===== src/rtl/req_encoder.sv =====
// Serialises per-line request pulses into a registered binary code stream with valid/ready.
// Define REQ_ENCODER_ROUND_ROBIN_EN for round-robin selection instead of lowest-index-first.
module req_encoder #(
    parameter int unsigned N = 4
) (
    input  logic                 clk,
    input  logic                 rst_n,
    input  logic [N-1:0]         req_i,
    output logic                 out_valid,
    input  logic                 out_ready,
    output logic [$clog2(N)-1:0] out_code,
    output logic [N-1:0]         pending_o,
    output logic                 dup_o,
    output logic [7:0]           served_cnt
);
    localparam int unsigned W = $clog2(N);

    typedef enum logic {
        IDLE = 1'b0,
        HOLD = 1'b1
    } state_t;

    state_t         state_q;
    logic [N-1:0]   pending_q, pending_d;
    logic [W-1:0]   code_q;
    logic           dup_q, dup_d;
    logic [7:0]     cnt_q;
    logic [W-1:0]   sel_idx;
    logic           sel_found;
    logic           load;
    logic           xfer;
    logic [N-1:0]   clr;

`ifdef REQ_ENCODER_ROUND_ROBIN_EN
    logic [W-1:0]   last_gnt_q;
    logic [W-1:0]   probe;

    // Search starts one past the last grant; W-bit arithmetic wraps modulo N.
    always_comb begin
        sel_idx   = '0;
        sel_found = 1'b0;
        probe     = '0;
        for (int unsigned i = 0; i < N; i++) begin
            probe = last_gnt_q + W'(1) + W'(i);
            if (!sel_found && pending_q[probe]) begin
                sel_idx   = probe;
                sel_found = 1'b1;
            end
        end
    end

    always_ff @(posedge clk) begin
        if (!rst_n) begin
            last_gnt_q <= W'(N - 1);
        end else if (load) begin
            last_gnt_q <= sel_idx;
        end
    end
`else
    always_comb begin
        sel_idx   = '0;
        sel_found = 1'b0;
        for (int unsigned i = 0; i < N; i++) begin
            if (!sel_found && pending_q[i]) begin
                sel_idx   = W'(i);
                sel_found = 1'b1;
            end
        end
    end
`endif

    always_comb begin
        xfer = (state_q == HOLD) && out_ready;
        load = (|pending_q) && ((state_q == IDLE) || out_ready);
        clr  = '0;
        if (load) begin
            clr[sel_idx] = 1'b1;
        end
        // A request arriving on the line being cleared wins and stays pending.
        pending_d = (pending_q & ~clr) | req_i;
        dup_d     = |(req_i & pending_q & ~clr);
    end

    always_ff @(posedge clk) begin
        if (!rst_n) begin
            state_q   <= IDLE;
            pending_q <= '0;
            code_q    <= '0;
            dup_q     <= 1'b0;
            cnt_q     <= '0;
        end else begin
            pending_q <= pending_d;
            dup_q     <= dup_d;
            if (xfer) begin
                cnt_q <= cnt_q + 8'd1;
            end
            case (state_q)
                IDLE: begin
                    if (load) begin
                        state_q <= HOLD;
                        code_q  <= sel_idx;
                    end
                end
                HOLD: begin
                    if (load) begin
                        code_q <= sel_idx;
                    end else if (out_ready) begin
                        state_q <= IDLE;
                    end
                end
                default: state_q <= IDLE;
            endcase
        end
    end

    assign out_valid  = (state_q == HOLD);
    assign out_code   = code_q;
    assign pending_o  = pending_q;
    assign dup_o      = dup_q;
    assign served_cnt = cnt_q;

endmodule


===== config.mk =====
export PLATFORM = sky130hd
export DESIGN_NAME = req_encoder
export DESIGN_NICKNAME = d
export VERILOG_FILES = /design/src/rtl/req_encoder.sv
export SDC_FILE = /design/constraint.sdc
export NUM_CORES = 1
export LEC_CHECK = 0
export ABC_CLOCK_PERIOD_IN_PS = 1300
export CORE_MARGIN = 2
export CORE_UTILIZATION = 42
export CTS_BUF_LIST = sky130_fd_sc_hd__clkbuf_2
export CTS_CLUSTER_DIAMETER = 100
export DETAILED_ROUTE_END_ITERATION = 12
export GPL_TIMING_DRIVEN = 0
export PLACE_DENSITY = 0.77
export SYNTH_ARGS = -nofsm -noshare
export SYNTH_HDL_FRONTEND = slang
export SYNTH_SLANG_ARGS = --single-unit

===== constraint.sdc =====
create_clock -name clk -period 1.3 [get_ports clk]
set_clock_uncertainty 0.1 [all_clocks]
set_input_delay 0.26 -clock clk [delete_from_list [all_inputs] [get_ports clk]]
set_output_delay 0.26 -clock clk [all_outputs]
set_load 0.02 [all_outputs]

After elaboration in Yosys (flattened, before gate mapping)
Cells that the tools add are included.
{"block": "word_totals", "input_bits": 7, "mem_count": 0, "wordCells": 40, "romBits": 0, "out_inout_bits": 16, "latch_bits": 0, "ramBits": 0, "ff_bits": 16}
{"block": "classes", "n_reduce_logical": 12, "n_bitwise": 6, "n_lt_le_gt_ge": 2, "n_mul": 0, "n_mux": 14, "eq_ne": 0, "n_addsub": 1, "div_mod_pow": 0, "shifts": 0}
{"op": "AND 4 bit", "n": 3}
{"op": "adder 8 x 1 -> 8 bit (second input constant)", "n": 1}
{"op": "2-to-1 mux 1 bit", "n": 8}
{"op": "OR reduction 4 bit", "n": 2}
{"op": "logical AND 1 bit", "n": 6}
{"op": "2-to-1 mux 2 bit", "n": 3}
{"op": "2-to-1 mux 4 bit", "n": 1}
{"op": "NOT 4 bit", "n": 1}
{"op": "bitwise OR 4 bit", "n": 1}
{"op": "logical NOT 1 bit", "n": 3}
{"op": "< comparator 2 x 3 -> 1 bit (second input constant)", "n": 1}
{"op": "demux 1 bit (select 2 bit)", "n": 1}
{"op": "greater-or-equal comparator 2 x 1 -> 1 bit (second input constant)", "n": 1}
{"op": "case mux 1 bit (2 select lines)", "n": 1}
{"op": "logical OR 1 bit", "n": 1}
{"op": "NOT 1 bit", "n": 1}

Depth between registers and ports, before layout
{"block": "logic_depth", "depth_word": 18, "mapped_depth": 4, "mapped_depth_nobuf": 4}

Least setup slack after synthesis
No wires, ideal clock.
{"block": "synth_timing", "path_type": "register to register", "from": "register state_q, in the netlist out_valid", "to": "register cnt_q[7], in the netlist served_cnt[7]", "required_time_ns": 1.129, "setup_ns": 0.071, "path_stages_with_launch": 4, "arrival_ns": 1.300, "synth_period_minus_slack_ns": 1.471, "setup_slack_ns": -0.171, "path_buffers": 0, "cell_sequence": "dfxtp_1 > nand3_2 > or4_1 > a21oi_1"}
{"block": "synth_via", "elab_chain_len": 1}
{"element": "from (decl)", "line_no": "23", "text": "state_t state_q;"}
{"element": "from (signal assigned)", "line_no": "86", "text": "state_q <= IDLE;"}
{"element": "from (signal assigned)", "line_no": "100", "text": "state_q <= HOLD;"}
{"element": "from (signal assigned)", "line_no": "108", "text": "state_q <= IDLE;"}
{"element": "logical AND 1 bit", "line_no": "73", "text": "xfer = (state_q == HOLD) && out_ready;"}
{"element": "to (signal assigned)", "line_no": "95", "text": "cnt_q <= cnt_q + 8'd1;"}
{"element": "to (decl)", "line_no": "27", "text": "logic [7:0] cnt_q;"}
No other way between the ends.
A chain may end at the register's enable or synchronous reset.

Worst setup path in the final report
{"block": "layout_timing", "from": "register pending_q[0], in the netlist pending_o[0]", "to": "register dup_q, in the netlist dup_o"}
{"block": "layout_via", "elab_chain_len": 18, "elab_cells_between_ends": 24, "classes_between": "2 x order compare; 9 x mux; 3 x bitwise; 10 x reduce/logical"}
{"element": "from (decl)", "line_no": "24", "text": "logic [N-1:0] pending_q, pending_d;"}
{"element": "from (signal assigned)", "line_no": "92", "text": "pending_q <= pending_d;"}
{"element": "2-to-1 mux 1 bit", "line_no": "64", "text": "if (!sel_found && pending_q[i]) begin"}
{"element": "logical NOT 1 bit", "line_no": "64"}
{"element": "logical AND 1 bit", "line_no": "64"}
{"element": "2-to-1 mux 1 bit", "line_no": "64"}
{"element": "logical NOT 1 bit", "line_no": "64"}
{"element": "logical AND 1 bit", "line_no": "64"}
{"element": "2-to-1 mux 1 bit", "line_no": "64"}
{"element": "logical NOT 1 bit", "line_no": "64"}
{"element": "[... 2 more ...]"}
{"element": "< comparator 2 x 3 -> 1 bit (implied by the code) or greater-or-equal comparator 2 x 1 -> 1 bit (tied branches)", "line_no": "77", "text": "clr[sel_idx] = 1'b1;"}
{"element": "logical AND 1 bit (implied by the code)", "line_no": "77"}
{"element": "2-to-1 mux 1 bit (implied by the code)", "line_no": "77"}
{"element": "demux 1 bit (select 2 bit)", "line_no": "77"}
{"element": "2-to-1 mux 4 bit", "line_no": "76", "text": "if (load) begin"}
{"element": "NOT 4 bit", "line_no": "81", "text": "dup_d = |(req_i & pending_q & ~clr);"}
{"element": "AND 4 bit *", "line_no": "81"}
{"element": "OR reduction 4 bit *", "line_no": "81"}
{"element": "to (signal assigned)", "line_no": "93", "text": "dup_q <= dup_d;"}
{"element": "to (decl)", "line_no": "26", "text": "logic dup_q, dup_d;"}
Every way passes the cells marked *; elsewhere a longest branch is shown, timed or not.

==> results.tsv <==
metric	value	unit
later-pin clock latency in the skew report	0.30	ns
Syn-to-layout area delta	52.8	%
Yosys reg bits	16	
# port buffers	22	
top-count cell post-synth	dfxtp_1	
Post-DP Area	1000	sq um
starting density of the core	0.463	
CP startpoint kind	register	
Lkg Pwr	0.465	nW
Detailed Routing Iterations Pass 1	4	
f_max	748	MHz
pre-CTS WS	-0.549	ns
Pwr Total	973	uW
sequential power share	0.546	
EDFF count, synth	0	
Synth area leaders	dfxtp_1 45%, a21oi_1 7.7%, o31ai_1 4.2%, inv_1 3.7%, o21ai_0 3.5%	
count of maximum capacitance violations	0	
RSZ-0062 raised after global routing	yes	
row cnt	14	
Setup CP Type	register to register	
sw frac	0.308	
CTS Hold Bufs	0	
# diodes	0	
clock slew at reported path FFs	0.17	ns
worst min path class	input port to register	
net switching power	299	uW
TritonCTS clock tree	yes	
Mapped Area	713	sq um
Routed WL per cell	14.7	microns
DP Wirelength	1.22	mm
GPL Wtd Cong	0.775	
slew margin rel.	0.801	
gr usage total	0.216	
top layer in use	met4	
worst-case clock buffer depth	2	
failing checks	negative setup slack	
detail-routed via count per cell	5.67	
share of layout cells above drive strength 1	0.513	
post-synth top area share	0.449	
Arrival @ worst endpoint	1.45	ns
Vias	754	
Post-Syn Nets	90	
CP max stage delay	0.38	ns
H-tree Lvls	1	
max-slew violation count	0	
Post-Synthesis Cells	82	
CP endpoint kind	register	
Post-synth top cells	16 x dfxtp_1, 11 x a21oi_1, 7 x inv_1, 5 x nor2_1, 5 x o21ai_0	
Non-Filler Instances	133	
WL met2	924	microns
Async SR Flop Fraction	0	
worst-path fanout max	3	
worst path cell trace	clkbuf_8, or3_4, o211ai_1, a31oi_1	
post-route cell area	0.00109	sq mm
Crit path max-delay family	simple AND/OR/NAND/NOR gates	
Slew @ Worst Pin	0.296	ns
final setup vio count	4	
count of cell types in the netlist	27	
initial antenna violation count	0	
# DRC	0	
Synth Warn #	0	
area leader, netlist	dfxtp_1	
Final Hold Viols	0	
initial drt markers	18	
met1 wire length	930	microns
fillcell total	125	
die width	45.2	microns
Final min period	1.34	ns
Placed Cells	120	
Final Net Count	126	
worst vdd ir	0.556	mV
register area share after synthesis	0.449	
Worst path slowest cell	or3_4	
hold_ws	0.366	ns
vias in the first global route	713	
clock sink total	16	
Multi-input gate area	405	sq um
combinational share of power	0.213	
IO Pins	23	
largest net degree at the start of global routing	11	
Die Y	45.2	microns
syn avg cell area	8.70	sq um
required time worst endpoint	1.41	ns
core area	0.00154	sq mm
hold_sp	out_ready	
power density cells	893	mW/mm^2
Internal	674	uW
die area	0.00204	sq mm
met3 wire len	83	microns
WL final	1.96	mm
Remaining Overflow, GRT	0	
antenna-violating nets left	0	
global-route wire length before repair	3.15	mm
Worst Setup SP	pending_o[0]	
fin crit share	1.03	
reg2reg start	pending_o[0]	
post-route setup slack	-0.0367	ns
CTS root buffer	clkbuf_2	
clock share of power	0.241	
status	finished with violations	
Num CTS Buffers	3	
Post-synth top flop	dfxtp_1	
CP bufs+invs	1	
sequential cell area	359	sq um
## registers in the layout (all words and copies together), names as in the netlist
| signal | count |
|---|---|
| out_code | 2 |
| pending_o | 4 |
| out_valid | 1 |
| served_cnt | 8 |
| dup_o | 1 |
## path summary, 6_finish.rpt
path              endpoint  slack, ns  cells after the start
min reg2reg  served_cnt[7]       0.39                      2
max                  dup_o      -0.04                      4
min          served_cnt[1]       0.37                      3
max reg2reg          dup_o      -0.04                      4
## cells in the final DEF (no fill, tap or decap), types with 2 or more instances in the layout
cell / count
buf_2: 12
buf_4: 10
a21oi_1: 8
dfxtp_4: 8
inv_1: 7
dfxtp_2: 7
clkbuf_2: 6
nor2_1: 5
clkdlybuf4s50_1: 5
o21ai_0: 4
o31ai_1: 3
a21oi_2: 3
nand3_1: 3
or3_4: 2
o211ai_1: 2
nand4_1: 2
xor2_1: 2
nand2_1: 2
nand2b_1: 2
## per-layer routing
layer,up-vias,track usage
met4,0,0.124
met3,4,0.0560
met5,-,0
met1,354,0.266
li1,373,-
met2,23,0.340
## power by group through the flow
stage	clock (mW)	sequential (mW)	combinational (mW)
2_1_floorplan	0	0.572	0.0775
3_3_place_gp	0	0.545	0.186
3_5_place_dp	0	0.546	0.191
4_1_cts	0.233	0.532	0.199
5_1_grt	0.256	0.535	0.222
6_report	0.235	0.531	0.207
## stage by stage
step | util | TNS (ns)
3_5_place_dp | 0.649 | -7.41
6_report | 0.707 | -0.110
5_1_grt | 0.707 | -0.433
2_1_floorplan | - | -0.0756
4_1_cts | 0.690 | -0.192
3_3_place_gp | 0.649 | -7.02
## cells by family after synthesis
kind of cell,synth area share
adder cells (fa/ha/maj),0.0175
XOR/XNOR,0.0246
AND/OR/NAND/NOR,0.196
AO/OA/AOI/OAI,0.253
buffers and inverters,0.0596
flip-flops,0.449
## area by class of cell
type / count / area share
clock buffer: 3 / 0.0138
inverter: 7 / 0.0241
buffer: 4 / 0.0379
multi-input combinational: 55 / 0.372
sequential: 16 / 0.330
tap: 16 / 0.0184
clock inverter: 1 / 0.00344
timing repair buffer: 31 / 0.201
## worst min-delay path, delay by kind of cell
kind,cells,cell delay [ns]
buf+inv,1,0.31
simple gates,1,0.11
compound gates,1,0.05
## timing repair
action                                  CTS  global route
setup buffers                             6             3
gates resized for setup                  68            26
pin swaps                                 8             5
endpoints found under the setup margin   30            18
No activity file was read; power rests on OpenSTA's default activity.
